===== src/rtl/hs4_tx_fifo_if.sv =====
// Bundle of the write-side and 4-phase bundled-data signals of hs4_tx_fifo.
// The slave modport is the FIFO's view; the master modport is the environment's.
interface hs4_tx_fifo_if #(
  parameter int unsigned DATA_W = 32,
  parameter int unsigned DEPTH  = 4
);
  localparam int unsigned CntW = $clog2(DEPTH) + 1;

  logic              wr_en;
  logic [DATA_W-1:0] wr_data;
  logic              full;
  logic [CntW-1:0]   count;
  logic              ovf;
  logic [DATA_W-1:0] data;
  logic              req;
  logic              ack;
  logic              snt;
  logic              busy;

  modport master (
    output wr_en, wr_data, ack,
    input  full, count, ovf, data, req, snt, busy
  );

  modport slave (
    input  wr_en, wr_data, ack,
    output full, count, ovf, data, req, snt, busy
  );
endinterface


===== src/rtl/hs4_tx_fifo.sv =====
// Circular TX FIFO feeding a 4-phase bundled-data link; ack arrives asynchronously
// and is synchronized before the handshake FSM uses it.
module hs4_tx_fifo #(
  parameter int unsigned DATA_W      = 32,
  parameter int unsigned DEPTH       = 4,
  parameter int unsigned SYNC_STAGES = 2
) (
  input logic               clk,
  input logic               reset,
  hs4_tx_fifo_if.slave      bus
);
  localparam int unsigned PtrW = $clog2(DEPTH);
  localparam int unsigned CntW = $clog2(DEPTH) + 1;

  typedef enum logic [1:0] {StIdle, StReqHi, StReqLo} state_e;

  state_e                 state_q, state_d;
  logic [SYNC_STAGES-1:0] ack_sync_q, ack_sync_d;
  logic [PtrW-1:0]        wr_ptr_q, wr_ptr_d;
  logic [PtrW-1:0]        rd_ptr_q, rd_ptr_d;
  logic [CntW-1:0]        count_q, count_d;
  logic                   ovf_q, ovf_d;
  logic [DATA_W-1:0]      data_q, data_d;
  logic                   req_q, req_d;
  logic                   snt_q, snt_d;
  logic [DATA_W-1:0]      mem_q [DEPTH];
  logic [DATA_W-1:0]      mem_d [DEPTH];

  logic ack_s;
  logic full;
  logic wr_acc;
  logic pop;
  logic busy;

  assign ack_s  = ack_sync_q[SYNC_STAGES-1];
  // full uses the pre-pop count, so a write at the launch edge of a full FIFO is dropped.
  assign full   = (count_q == CntW'(DEPTH));
  assign wr_acc = bus.wr_en & ~full;

  always_comb begin
    ack_sync_d = {ack_sync_q[SYNC_STAGES-2:0], bus.ack};
    wr_ptr_d   = wr_acc ? wr_ptr_q + PtrW'(1) : wr_ptr_q;
    rd_ptr_d   = pop ? rd_ptr_q + PtrW'(1) : rd_ptr_q;
    ovf_d      = ovf_q | (bus.wr_en & full);
    count_d    = count_q;
    case ({wr_acc, pop})
      2'b10:   count_d = count_q + CntW'(1);
      2'b01:   count_d = count_q - CntW'(1);
      default: count_d = count_q;
    endcase
  end

  always_comb begin
    mem_d = mem_q;
    if (wr_acc) mem_d[wr_ptr_q] = bus.wr_data;
  end

  // Storage is not reset; only the pointers and count define validity.
  always_ff @(posedge clk) begin
    mem_q <= mem_d;
  end

  // State register.
  always_ff @(posedge clk) begin
    if (!reset) begin
      state_q    <= StIdle;
      ack_sync_q <= '0;
      wr_ptr_q   <= '0;
      rd_ptr_q   <= '0;
      count_q    <= '0;
      ovf_q      <= 1'b0;
      data_q     <= '0;
      req_q      <= 1'b0;
      snt_q      <= 1'b0;
    end else begin
      state_q    <= state_d;
      ack_sync_q <= ack_sync_d;
      wr_ptr_q   <= wr_ptr_d;
      rd_ptr_q   <= rd_ptr_d;
      count_q    <= count_d;
      ovf_q      <= ovf_d;
      data_q     <= data_d;
      req_q      <= req_d;
      snt_q      <= snt_d;
    end
  end

  // Next-state logic.
  always_comb begin
    state_d = state_q;
    case (state_q)
      StIdle:  if (count_q != '0) state_d = StReqHi;
      StReqHi: if (ack_s)         state_d = StReqLo;
      StReqLo: if (!ack_s)        state_d = StIdle;
      default: state_d = StIdle;
    endcase
  end

  // Output logic.
  always_comb begin
    pop    = 1'b0;
    busy   = (state_q != StIdle);
    req_d  = req_q;
    data_d = data_q;
    snt_d  = 1'b0;
    case (state_q)
      StIdle: begin
        if (count_q != '0) begin
          pop    = 1'b1;
          req_d  = 1'b1;
          data_d = mem_q[rd_ptr_q];
        end
      end
      StReqHi: if (ack_s)  req_d = 1'b0;
      StReqLo: if (!ack_s) snt_d = 1'b1;
      default: req_d = 1'b0;
    endcase
  end

  assign bus.full  = full;
  assign bus.count = count_q;
  assign bus.ovf   = ovf_q;
  assign bus.data  = data_q;
  assign bus.req   = req_q;
  assign bus.snt   = snt_q;
  assign bus.busy  = busy;
endmodule

===== src/flat_wrapper.sv =====
// flat-port wrapper written by rule: the top's interface ports become plain ports
module hs4_tx_fifo_flat 
#(
  parameter int unsigned DATA_W      = 32,
  parameter int unsigned DEPTH       = 4,
  parameter int unsigned SYNC_STAGES = 2
)
  (clk, reset, bus_wr_en, bus_wr_data, bus_ack, bus_full, bus_count, bus_ovf, bus_data, bus_req, bus_snt, bus_busy);
  hs4_tx_fifo_if #(.DATA_W(DATA_W), .DEPTH(DEPTH)) bus_i ();
  input logic clk;
  input logic reset;
  input wire logic [$bits(bus_i.wr_en)-1:0] bus_wr_en;
  input wire logic [$bits(bus_i.wr_data)-1:0] bus_wr_data;
  input wire logic [$bits(bus_i.ack)-1:0] bus_ack;
  output wire logic [$bits(bus_i.full)-1:0] bus_full;
  output wire logic [$bits(bus_i.count)-1:0] bus_count;
  output wire logic [$bits(bus_i.ovf)-1:0] bus_ovf;
  output wire logic [$bits(bus_i.data)-1:0] bus_data;
  output wire logic [$bits(bus_i.req)-1:0] bus_req;
  output wire logic [$bits(bus_i.snt)-1:0] bus_snt;
  output wire logic [$bits(bus_i.busy)-1:0] bus_busy;
  assign bus_i.wr_en = bus_wr_en;
  assign bus_i.wr_data = bus_wr_data;
  assign bus_i.ack = bus_ack;
  assign bus_full = bus_i.full;
  assign bus_count = bus_i.count;
  assign bus_ovf = bus_i.ovf;
  assign bus_data = bus_i.data;
  assign bus_req = bus_i.req;
  assign bus_snt = bus_i.snt;
  assign bus_busy = bus_i.busy;
  hs4_tx_fifo #(.DATA_W(DATA_W), .DEPTH(DEPTH), .SYNC_STAGES(SYNC_STAGES)) u_core (.clk(clk), .reset(reset), .bus(bus_i));
endmodule

===== config.mk =====
export PLATFORM = sky130hd
export DESIGN_NAME = hs4_tx_fifo_flat
export DESIGN_NICKNAME = d
export VERILOG_FILES = /design/src/rtl/hs4_tx_fifo_if.sv /design/src/rtl/hs4_tx_fifo.sv /design/src/flat_wrapper.sv
export SDC_FILE = /design/constraint.sdc
export NUM_CORES = 1
export LEC_CHECK = 0
export ABC_AREA = 0
export CORE_MARGIN = 10
export CORE_UTILIZATION = 41
export DETAILED_ROUTE_END_ITERATION = 8
export SYNTH_ARGS = -nofsm -noshare
export SYNTH_HDL_FRONTEND = slang
export SYNTH_SLANG_ARGS = --single-unit

===== constraint.sdc =====
create_clock -name clk -period 3.1 [get_ports clk]
set_clock_uncertainty 0.2 [all_clocks]
set_input_delay 0.62 -clock clk [delete_from_list [all_inputs] [get_ports clk]]
set_output_delay 0.62 -clock clk [all_outputs]
set_load 0.02 [all_outputs]

==> out/results.md <==
| Parameter | This run |
|:---|:---|
| Number of buffers inserted by port buffering | 75 |
| Worst reg2reg startpoint | u_core.bus.count[2]$_SDFFE_PN0P_ |
| Post-synth design cell area | 6304 um^2 |
| CTS H-tree lvls | 4 |
| Mean routed wirelength per cell | 20.01 um |
| Die Y | 144.0 um |
| Maximum vdd ir drop | 0.0004325 V |
| Final period demand of the worst path | 2.852 ns |
| Clock root cell | sky130_fd_sc_hd__clkbuf_16 |
| # resized after CTS | 0 |
| CTS tree | done |
| Worst Path Arrival | 2.03 ns |
| Max-cap violation count | 0 |
| Worst slew margin | 0.5014 |
| Core outline area | 15150 um^2 |
| Most used cells in the layout excluding fill and tap cells | sky130_fd_sc_hd__edfxtp_1 (128), sky130_fd_sc_hd__clkdlybuf4s50_1 (75), sky130_fd_sc_hd__dfxtp_1 (44) |
| Buffers inserted during post-CTS setup optimization | 0 |
| Final GP Congestion | 0.7519 |
| Global-route wire length before repair | 19.21 mm |
| Initial cell density of the core | 0.4162 |
| Mapped Cells | 318 |
| Power per cell area | 897.2 nW/um^2 |
| Net count of the mapped netlist | 360 |
| Detailed-route via count | 3156 |
| Post-synthesis async set-or-reset flop share | 0 |
| Final Util | 0.5192 |
| Number of enable flip-flop cells after synthesis | 128 |
| Post-detailed-route via-to-cell ratio | 5.182 |
| Filler cells | 1239 |
| Number of DRC markers in iteration 0 | 106 |
| Number of failing hold endpoints at the final stage | 0 |
| Non-Filler Instances | 609 |
| Achievable clock frequency | 350.6 MHz |
| Overflow left after global routing | 0 |
| Terminating pin of the worst hold path | u_core.ack_sync_q[1]$_SDFF_PN0_ |
| Pin count of the biggest net entering global routing | 33 |
| Final Setup Violations | 0 |
| Required time of the worst setup path | 2.28 ns |
| Maximum number of buffers from clock root to sink | 2 |
| Most common cell after layout, fill and taps aside | sky130_fd_sc_hd__edfxtp_1 |
| RR Endpoint | u_core.bus.count[2]$_SDFFE_PN0P_ |
| Number of synthesis warnings | 0 |
| Critical path class | reg2out |
| Setup WS post-layout | 0.2479 ns |
| Post-DP HPWL | 7.517 mm |
| Antenna Diode Count | 0 |
| Via count of the first global-routing pass | 3460 |
| Post-route DRC | 0 |
| Part of the Yosys area used for sequential elements | 0.7559 |
| Total placed cells including tap cells | 577 |
| Number of distinct library cells after synthesis | 32 |
| Hold-critical path depth | 1 |
| Part of the cycle the worst path needs | 0.9200 |
| Detailed-route wire length | 12.19 mm |
| Synthesis-to-layout area growth | 24.75% |
| Final layout net count | 450 |
| Width of the chip | 144.0 um |
| Hold Crit Class | reg2reg |
| Avg Cell Area, Syn | 19.82 um^2 |
| Share of cells above drive strength 1 | 0.1971 |
| Clock Latency Late Sink | 0.42 ns |
| Worst-path fanout max | 7 |
| Kind of start point of the critical path | register |
| Number of nets still failing antenna checks after routing | 0 |
| Number of antenna violations at the first check in global routing | 1 |
| # hold bufs at CTS | 0 |
| Max-slew violations | 0 |
| Static power due to leakage | 2.657 nW |
| Number of iterations in the first detailed-routing pass | 4 |
| Start point of the worst hold path | u_core.ack_sync_q[0]$_SDFF_PN0_ |
| Yosys reg bits | 174 |
| Number of clock buffers inserted by TritonCTS | 17 |
| Full die area | 20730 um^2 |
| Result of the run | completed |
| GRT Util Overall | 0.1255 |
| IO Count | 76 |
| R2r worst-path depth | 10 |
| RSZ-0062 raised after global routing | no |
| Row cnt | 45 |
| Flip-flop cell with the highest count after synthesis | sky130_fd_sc_hd__edfxtp_1 |
| Slew of the pin with the lowest slew margin | 0.7478 ns |
| Final total negative setup slack | 0 ns |
| Flop2flop setup slack | 0.54 ns |
| Clock Sink Count | 174 |
| DP Worst Slack | 0.2325 ns |
| Crit path capture type | output pin |
| Clock transition at the registers of the reported paths | 0.06 ns |
| Hold_ws | 0.2528 ns |
[cell usage after synthesis, types with 2 or more instances]
cell type                  instances  area share
sky130_fd_sc_hd__a22o_2            3      0.0048
sky130_fd_sc_hd__mux4_2           32        0.11
sky130_fd_sc_hd__dfxtp_1          46        0.15
sky130_fd_sc_hd__clkbuf_1          4      0.0024
sky130_fd_sc_hd__and2_1            2      0.0020
sky130_fd_sc_hd__buf_4             2      0.0024
sky130_fd_sc_hd__inv_1             9      0.0054
sky130_fd_sc_hd__ha_1              5      0.0099
sky130_fd_sc_hd__or3_1             2      0.0020
sky130_fd_sc_hd__buf_6             7       0.013
sky130_fd_sc_hd__nor2_1            6      0.0036
sky130_fd_sc_hd__xor2_1            3      0.0042
sky130_fd_sc_hd__a21oi_1           8      0.0064
sky130_fd_sc_hd__a22o_1           29       0.040
sky130_fd_sc_hd__buf_2             2      0.0016
sky130_fd_sc_hd__o21ai_0           5      0.0040
sky130_fd_sc_hd__nand2_1           4      0.0024
sky130_fd_sc_hd__edfxtp_1        128        0.61
sky130_fd_sc_hd__and3_1            5      0.0050
sky130_fd_sc_hd__nand3_1           3      0.0024
sky130_fd_sc_hd__inv_2             2      0.0012
[kinds of logic after synthesis]
| family | count (synthesis) | share of synthesized area |
|---|---|---|
| mux | 33 | 0.1159 |
| flops | 174 | 0.7559 |
| xor+xnor | 3 | 0.004169 |
| buf+inv | 27 | 0.02600 |
| simple gates | 29 | 0.02699 |
| fa+ha+maj | 6 | 0.01310 |
| compound gates | 46 | 0.05796 |
[worst max-delay path, cell delays in order, from the launching register on]
cell and delay, ns:
sky130_fd_sc_hd__dfxtp_1 0.40, sky130_fd_sc_hd__or3b_1 0.48, sky130_fd_sc_hd__inv_2 0.12, sky130_fd_sc_hd__clkdlybuf4s50_1 0.61
[stage by stage]
| step | total power, mW | cell area (um^2) |
|---|---|---|
| 6_report | 7.056 | 7864 |
| 3_3_place_gp | 5.185 | 7333 |
| 3_5_place_dp | 5.219 | 7333 |
| 4_1_cts | 7.168 | 7864 |
| 5_1_grt | 7.437 | 7864 |
| 2_1_floorplan | 4.419 | 6304 |
[registers in the layout, indices dropped and copies added, names as in the netlist, 2 cells and up]
signal	flops
u_core.bus.count	3
u_core.rd_ptr_q	2
u_core.ack_sync_q	2
u_core.bus.data	32
u_core.state_q	2
u_core.mem_q	128
u_core.wr_ptr_q	2
[worst max path at each step]
stage | start | to
CTS | u_core.bus.count[2]$_SDFFE_PN0P_ | bus_full
detailed placement | bus_wr_en | u_core.bus.count[2]$_SDFFE_PN0P_
global placement | bus_wr_en | u_core.bus.count[2]$_SDFFE_PN0P_
floorplan | u_core.bus.count[2]$_SDFFE_PN0P_ | u_core.bus.count[2]$_SDFFE_PN0P_
finish | u_core.bus.count[2]$_SDFFE_PN0P_ | bus_full
global route | u_core.bus.count[2]$_SDFFE_PN0P_ | bus_full
[power by group]
part / switching, mW / total [mW] / internal, mW
registers: 0.287 / 3.16 / 2.88
clock network: 0.804 / 1.93 / 1.12
logic: 0.928 / 1.96 / 1.04
total: 2.02 / 7.06 / 5.04
[cell type report]
class	count	area, um^2	area share
Clock buffer	26	469.2	0.05967
Multi-Input combinational cell	117	1386	0.1763
Tap cell	188	235.2	0.02991
Timing Repair Buffer	87	903.4	0.1149
Clock inverter	6	61.31	0.007796
Sequential cell	174	4767	0.6062
Inverter	11	41.29	0.005251
[routing by layer]
metal / routed length [um] / vias up / GRT usage
li1: - / 1459 / -
met3: 779 / 12 / 0.04821
met2: 6210 / 60 / 0.2039
met5: 0 / - / 0
met1: 5023 / 1625 / 0.1449
met4: 171 / 0 / 0.05481
(Power assumes the default switching activity.)
